==> config.mk <==
export PLATFORM = sky130hd
export DESIGN_NAME = kbd_xt
export DESIGN_NICKNAME = d
export VERILOG_FILES = /design/src/rtl/kbd_xt_pkg.sv /design/src/rtl/kbd_xt_ps2_rx.sv /design/src/rtl/kbd_xt.sv
export SDC_FILE = /design/constraint.sdc
export NUM_CORES = 1
export LEC_CHECK = 0
export ABC_AREA = 1
export CORE_UTILIZATION = 35
export CTS_BUF_LIST = sky130_fd_sc_hd__clkbuf_16
export DETAILED_ROUTE_END_ITERATION = 16
export PLACE_DENSITY = 0.52
export SLEW_MARGIN = 10
export SYNTH_ARGS = -nofsm -noshare
export SYNTH_HDL_FRONTEND = slang
export SYNTH_SLANG_ARGS = --single-unit
export TNS_END_PERCENT = 50
==> constraint.sdc <==
create_clock -name iClk -period 2 [get_ports iClk]
set_input_delay 0.4 -clock iClk [delete_from_list [all_inputs] [get_ports iClk]]
set_output_delay 0.4 -clock iClk [all_outputs]
set_load 0.02 [all_outputs]
==> src/rtl/kbd_xt_pkg.sv <==
// Shared constants for the XT keyboard interface: I/O port numbers,
// PS/2 receiver state encodings and the frame-check helper.
package kbd_xt_pkg;

    localparam logic [11:0] KBD_DATA = 12'h060;
    localparam logic [11:0] KBD_CTRL = 12'h061;

    localparam logic [1:0] RX_IDLE   = 2'd0;
    localparam logic [1:0] RX_DATA   = 2'd1;
    localparam logic [1:0] RX_PARITY = 2'd2;
    localparam logic [1:0] RX_STOP   = 2'd3;

    // A PS/2 frame is good when the stop bit is 1 and data+parity carry odd parity.
    function automatic logic frame_ok(input logic [7:0] data, input logic par, input logic stop);
        return stop & (^{data, par});
    endfunction

endpackage

==> src/rtl/kbd_xt_ps2_rx.sv <==
// PS/2 device-to-host receiver: synchronisers, glitch filters, frame FSM
// and frame timeout. Emits each good byte with a one-cycle valid strobe.
module ps2_rx
    import kbd_xt_pkg::*;
#(
    parameter int unsigned CLK_HZ     = 25_000_000,
    parameter int unsigned FILT       = 8,
    parameter int unsigned TIMEOUT_US = 2000
) (
    input  logic       iClk,
    input  logic       iRstN,
    input  logic       iPs2Clk,
    input  logic       iPs2Dat,
    output logic [7:0] oByte,
    output logic       oValid
);

    localparam int unsigned TMO_CYC = (CLK_HZ / 1_000_000) * TIMEOUT_US;
    localparam int unsigned TW      = $clog2(TMO_CYC + 1);
    localparam int unsigned FW      = $clog2(FILT + 1);

    logic [1:0]    clk_sync_q, dat_sync_q;
    logic [FW-1:0] clk_cnt_q, clk_cnt_d, dat_cnt_q, dat_cnt_d;
    logic          clk_filt_q, clk_filt_d, dat_filt_q, dat_filt_d;
    logic          clk_prev_q;
    logic          fall;

    logic [1:0]    state_q, state_d;
    logic [2:0]    bit_q, bit_d;
    logic [7:0]    shift_q, shift_d;
    logic          par_q, par_d;
    logic [TW-1:0] tmo_q, tmo_d;

    // Filtered level only follows the synchronised input after FILT
    // consecutive samples that disagree with it.
    always_comb begin
        clk_filt_d = clk_filt_q;
        clk_cnt_d  = '0;
        if (clk_sync_q[1] != clk_filt_q) begin
            if (clk_cnt_q == FW'(FILT - 1)) begin
                clk_filt_d = clk_sync_q[1];
            end else begin
                clk_cnt_d = clk_cnt_q + 1'b1;
            end
        end
    end

    always_comb begin
        dat_filt_d = dat_filt_q;
        dat_cnt_d  = '0;
        if (dat_sync_q[1] != dat_filt_q) begin
            if (dat_cnt_q == FW'(FILT - 1)) begin
                dat_filt_d = dat_sync_q[1];
            end else begin
                dat_cnt_d = dat_cnt_q + 1'b1;
            end
        end
    end

    assign fall = clk_prev_q & ~clk_filt_q;

    always_comb begin
        state_d = state_q;
        bit_d   = bit_q;
        shift_d = shift_q;
        par_d   = par_q;
        oValid  = 1'b0;
        tmo_d   = (state_q == RX_IDLE) ? '0 : tmo_q + 1'b1;

        // Timeout takes priority over a coincident sample event.
        if (state_q != RX_IDLE && tmo_q == TW'(TMO_CYC)) begin
            state_d = RX_IDLE;
            tmo_d   = '0;
        end else if (fall) begin
            tmo_d = '0;
            case (state_q)
                RX_IDLE: begin
                    if (!dat_filt_q) begin
                        state_d = RX_DATA;
                        bit_d   = '0;
                    end
                end
                RX_DATA: begin
                    shift_d = {dat_filt_q, shift_q[7:1]};
                    bit_d   = bit_q + 1'b1;
                    if (bit_q == 3'd7) state_d = RX_PARITY;
                end
                RX_PARITY: begin
                    par_d   = dat_filt_q;
                    state_d = RX_STOP;
                end
                default: begin
                    oValid  = frame_ok(shift_q, par_q, dat_filt_q);
                    state_d = RX_IDLE;
                end
            endcase
        end
    end

    assign oByte = shift_q;

    always_ff @(posedge iClk or negedge iRstN) begin
        if (!iRstN) begin
            clk_sync_q <= '1;
            dat_sync_q <= '1;
            clk_cnt_q  <= '0;
            dat_cnt_q  <= '0;
            clk_filt_q <= 1'b1;
            dat_filt_q <= 1'b1;
            clk_prev_q <= 1'b1;
            state_q    <= RX_IDLE;
            bit_q      <= '0;
            shift_q    <= '0;
            par_q      <= 1'b0;
            tmo_q      <= '0;
        end else begin
            clk_sync_q <= {clk_sync_q[0], iPs2Clk};
            dat_sync_q <= {dat_sync_q[0], iPs2Dat};
            clk_cnt_q  <= clk_cnt_d;
            dat_cnt_q  <= dat_cnt_d;
            clk_filt_q <= clk_filt_d;
            dat_filt_q <= dat_filt_d;
            clk_prev_q <= clk_filt_q;
            state_q    <= state_d;
            bit_q      <= bit_d;
            shift_q    <= shift_d;
            par_q      <= par_d;
            tmo_q      <= tmo_d;
        end
    end

endmodule

==> src/rtl/kbd_xt.sv <==
// XT keyboard interface: PS/2 receiver, byte FIFO, port 60h scan-code latch
// driving IRQ1, and port 61h bit-7 acknowledge.
module kbd_xt
    import kbd_xt_pkg::*;
#(
    parameter int unsigned CLK_HZ     = 25_000_000,
    parameter int unsigned FILT       = 8,
    parameter int unsigned TIMEOUT_US = 2000,
    parameter int unsigned DEPTH      = 8
) (
    input  logic        iClk,
    input  logic        iRstN,
    input  logic        iPs2Clk,
    input  logic        iPs2Dat,
    input  logic [19:0] iAddr,
    input  logic [7:0]  iWrData,
    input  logic        iWr,
    input  logic        iRd,
    output logic        oIrq1,
    output logic        oSel,
    output logic [7:0]  oData
);

    localparam int unsigned AW = $clog2(DEPTH);

    logic [1:0]  rst_sync_q;
    logic        rst_n;

    logic [7:0]  rx_byte;
    logic        rx_valid;

    logic [7:0]  mem_q [DEPTH];
    logic [AW:0] wr_ptr_q, rd_ptr_q;
    logic        fifo_empty, fifo_full, push, pop;

    logic [7:0]  latch_q, latch_d;
    logic        full_q, full_d;
    logic        sel_q, sel_d;
    logic [7:0]  data_q, data_d;
    logic        ack, rd_data;
    logic        unused;

    // Assert asynchronously, release two edges later so every flop leaves reset together.
    always_ff @(posedge iClk or negedge iRstN) begin
        if (!iRstN) rst_sync_q <= '0;
        else        rst_sync_q <= {rst_sync_q[0], 1'b1};
    end
    assign rst_n = rst_sync_q[1];

    ps2_rx #(
        .CLK_HZ     (CLK_HZ),
        .FILT       (FILT),
        .TIMEOUT_US (TIMEOUT_US)
    ) u_rx (
        .iClk    (iClk),
        .iRstN   (rst_n),
        .iPs2Clk (iPs2Clk),
        .iPs2Dat (iPs2Dat),
        .oByte   (rx_byte),
        .oValid  (rx_valid)
    );

    assign fifo_empty = (wr_ptr_q == rd_ptr_q);
    assign fifo_full  = (wr_ptr_q[AW] != rd_ptr_q[AW]) &&
                        (wr_ptr_q[AW-1:0] == rd_ptr_q[AW-1:0]);

    assign rd_data = iRd & (iAddr[11:0] == KBD_DATA);
    assign ack     = iWr & (iAddr[11:0] == KBD_CTRL) & iWrData[7];
    assign unused  = ^{iAddr[19:12], iWrData[6:0]};

    assign push = rx_valid & ~fifo_full;
    // An acknowledge blocks a same-cycle load so IRQ1 drops for at least one cycle.
    assign pop  = ~full_q & ~fifo_empty & ~ack;

    always_comb begin
        full_d  = full_q;
        latch_d = latch_q;
        if (ack) begin
            full_d = 1'b0;
        end else if (pop) begin
            full_d  = 1'b1;
            latch_d = mem_q[rd_ptr_q[AW-1:0]];
        end
        sel_d  = rd_data;
        data_d = rd_data ? latch_q : '0;
    end

    always_ff @(posedge iClk) begin
        if (push) mem_q[wr_ptr_q[AW-1:0]] <= rx_byte;
    end

    always_ff @(posedge iClk or negedge rst_n) begin
        if (!rst_n) begin
            wr_ptr_q <= '0;
            rd_ptr_q <= '0;
            latch_q  <= '0;
            full_q   <= 1'b0;
            sel_q    <= 1'b0;
            data_q   <= '0;
        end else begin
            if (push) wr_ptr_q <= wr_ptr_q + 1'b1;
            if (pop)  rd_ptr_q <= rd_ptr_q + 1'b1;
            latch_q <= latch_d;
            full_q  <= full_d;
            sel_q   <= sel_d;
            data_q  <= data_d;
        end
    end

    assign oIrq1 = full_q;
    assign oSel  = sel_q;
    assign oData = data_q;

endmodule

==> results.toml <==
[status]
status = "completed"

[power_and_ir_drop]
p_sw_mw = 2.01
pwr-share-seq_pct = 44.7
powerDensity_mw_per_mm2 = 997
comb_power_share_pct = 14.5
vdd_ir_drop_max_uv = 652
switching_share_pct = 27.0
power.leakage_nw = 3.07
intPower_mw = 5.42
pwr-share-clk_pct = 40.8

[floorplanning]
core_mm2 = 0.0168
fp-row-count = 47
die_x_um = 134
io_pins = 44
die-area_mm2 = 0.0179
start_util_pct = 36.3
die_h_um = 134

[finish]
diodes = 0
final_cell_mix = "nand2_1 (108), nor2_1 (106), dfrtp_1 (65), edfxtp_1 (64), o21ai_0 (59)"
num-fill-cells = 1586
final_common_cell = "nand2_1"
final_util_pct = 44.4
drive_gt1_share_pct = 16.1
multiInputGateArea_mm2 = 0.00208
finalNetCount = 717
seq_area_mm2 = 0.00376
stdcell_area_mm2 = 0.00745
synthToLayoutAreaGrowth_pct = 22.6

[clock_network]
htree_levels = 4
hold_buffers = 0
clk_latency_ns = 0.42
cts_buffers = 17
cts_tree = "built"
path_clk_slew_ns = 0.06
cts-root-buf = "clkbuf_16"
clkSinkCount = 137
cts.path.max_buffers = 2

[setup_path]
end_kind = "register"
crit_fanout = 8
max_stage_delay_ns = 0.40
path_buf_inv = 3
critPathRequiredTime_ns = 2.13
startpoint_type = "register"
crit_type = "reg -> reg"
cpMaxStageDelayCell = "dfrtp_1"
cp_data_arrival_time_ns = 2.01
crit_family = "simple AND/OR/NAND/NOR gates"
crit_chain = "inv_1, ha_4, inv_2, nand4_1, nor2_1, nand2_4, nand3_2, nor2_4, nand3_4, nor2_2, buf_6"

[sta]
drv_slew = 0
setup_viol = 0
setup_ws_ns = 0.121
hold_violations = 0
max_freq_ghz = 0.532
hold_ws_ns = 0.142
period_share_pct = 94.0
finalSetupTns_ns = 0
skew_ns = 0.00912
min_period_ns = 1.88

[yosys]
syn_inst = 606
yosys.area_share.simple_pct = 19.7
yosysSeqAreaShare_pct = 61.8
ys_ff_latch = 137
syn_area_mm2 = 0.00608
synth_top_family_by_area = "simple AND/OR/NAND/NOR gates"
yosysWarnings = 0
synth.mux.area_fraction_pct = 0.185
synth_nets = 652
yosys.area_share.adder_pct = 2.47
ys_types = 40
synth_compound_area_share_pct = 8.05
syn_avg_cell_area_um2 = 10.0
synth-xor-area-share_pct = 2.74

[global_routing]
grt-ovfl-total = 0
busiest_layer = "met2"
grt_first_pass_wirelength_um = 20500
grt_antenna_before_repair = 0
use_met1_pct = 18.2
grt_max_degree = 72
globalRouteTotalUtil_pct = 14.9
grt_pass1_vias = 4238
grt_use_met3_pct = 4.38
grt_use_met2_pct = 25.0

[routing]
vias = 4167
drc = 0
drt_pass1_iterations = 4
first_iter_violations = 223
via_per_inst = 4.61
wl_per_cell_um = 13.3
routed_wl_um = 12100
ant_nets = 0

[job]
max_cap_viol_count = 0

[place]
gp_congestion = 0.757
dp_slack_ns = 0.0542
io_buffers = 28
placed_cell_area_mm2 = 0.00678
hpwlAfterDp_um = 8010

[min_path]
min_path_type = "in -> async"
-- stage by stage --
stage | cells | power [mW]
2_1_floorplan | 606 | 4.00
4_1_cts | 902 | 7.45
3_5_place_dp | 870 | 4.40
6_report | 904 | 7.43
5_1_grt | 904 | 7.81
3_3_place_gp | 870 | 4.36
-- worst register-to-register path, stage by stage, from the launching register on --
cell and delay [ns]:
dfrtp_1 0.40, inv_1 0.13, ha_4 0.15, inv_2 0.03, nand4_1 0.06, nor2_1 0.07
nand2_4 0.06, nand3_2 0.08, nor2_4 0.21, nand3_4 0.14, nor2_2 0.12, buf_6 0.16
-- cell type report --
| class | instances | share of cell area (%) |
|---|---|---|
| flip-flops and latches | 137 | 50.5 |
| multi-input cells | 401 | 27.9 |
| repair buffers | 61 | 7.66 |
| clock buffers | 18 | 6.05 |
| well taps | 220 | 3.70 |
| inverters | 53 | 2.70 |
| clock inverters | 14 | 1.55 |
-- state kept, by name, indices dropped and copies added (netlist names), 8 cells and up --
signal,flops
mem_q,64
u_rx.tmo_q,16
latch_q,8
oData,8
u_rx.oByte,8
-- routing by layer --
layer | part of all wire [%] | routed length, um | vias up
li1 | - | - | 2126
met1 | 45 | 5390 | 1973
met2 | 51 | 6090 | 48
met3 | 3.1 | 371 | 20
met4 | 1.7 | 205 | 0
met5 | 0 | 0 | -
-- cell usage after synthesis --
library cell / n / share of area, %
a211oi_1: 1 / 0.12
a21oi_1: 8 / 0.66
buf_12: 1 / 0.33
buf_2: 7 / 0.58
buf_4: 2 / 0.25
buf_6: 1 / 0.19
clkbuf_1: 3 / 0.19
clkbuf_2: 1 / 0.082
conb_1: 1 / 0.062
dfrtp_1: 66 / 27
dfstp_2: 7 / 3.0
edfxtp_1: 64 / 32
ha_1: 12 / 2.5
inv_1: 49 / 3.0
inv_2: 3 / 0.19
inv_4: 1 / 0.10
mux2_2: 1 / 0.19
nand2_1: 109 / 6.7
nand2_2: 2 / 0.21
nand2_4: 1 / 0.19
nand3_1: 24 / 2.0
nand3_2: 3 / 0.49
nand3_4: 1 / 0.29
nand3b_1: 2 / 0.25
nand4_1: 8 / 0.82
nor2_1: 113 / 7.0
nor2_2: 3 / 0.31
nor3_1: 7 / 0.58
nor3b_1: 4 / 0.49
nor4_2: 1 / 0.21
o21a_1: 2 / 0.25
o21ai_0: 59 / 4.9
o21ai_1: 6 / 0.49
o21ai_2: 9 / 1.3
o21bai_1: 2 / 0.25
o31ai_1: 1 / 0.12
or2_1: 1 / 0.10
or2_2: 1 / 0.10
xnor2_1: 12 / 1.7
xor2_1: 7 / 1.0
-- timing repair --
| action | CTS | global route |
|---|---|---|
| setup endpoints to repair | 0 | 64 |
| resized for setup | 0 | 23 |
| setup buffers | 0 | 2 |
-- logic make-up (layout without fill, tap and decap cells) --
logic type | count (synthesis) | after routing
flip-flops | 137 | 137
multiplexers | 1 | 1
AO/OA/AOI/OAI | 88 | 88
other | 1 | 1
buffers and inverters | 68 | 146
adder cells (fa/ha/maj) | 12 | 12
XOR/XNOR | 19 | 19
AND/OR/NAND/NOR | 280 | 280
-- worst paths after layout --
path	from	to	slack, ns	depth (start not counted)
worst max-delay path	u_rx.state_q[1]$_DFFE_PN0P_	mem_q[6][3]$_DFFE_PP_	0.12	11
worst min-delay path	iRstN	rst_sync_q[0]$_DFF_PN0_	0.14	1
worst max register to register	u_rx.state_q[1]$_DFFE_PN0P_	mem_q[6][3]$_DFFE_PP_	0.12	11
worst min register to register	rst_sync_q[1]$_DFF_PN0_	rd_ptr_q[3]$_DFFE_PN0P_	0.29	1
max in group asynchronous	rst_sync_q[1]$_DFF_PN0_	u_rx.dat_sync_q[0]$_DFF_PN1_	1.38	1
min in group iClk	rst_sync_q[0]$_DFF_PN0_	rst_sync_q[1]$_DFF_PN0_	0.36	0
-- power groups by stage --
| stage | Combinational [mW] | Sequential [mW] | Clock, mW |
|---|---|---|---|
| after floorplan | 0.611 | 3.39 | 0 |
| after global placement | 0.994 | 3.36 | 0 |
| after detailed placement | 1.02 | 3.38 | 0 |
| after CTS | 1.03 | 3.33 | 3.09 |
| after global routing | 1.25 | 3.34 | 3.22 |
| final | 1.08 | 3.32 | 3.03 |
No activity file was read; power rests on OpenSTA's default activity.
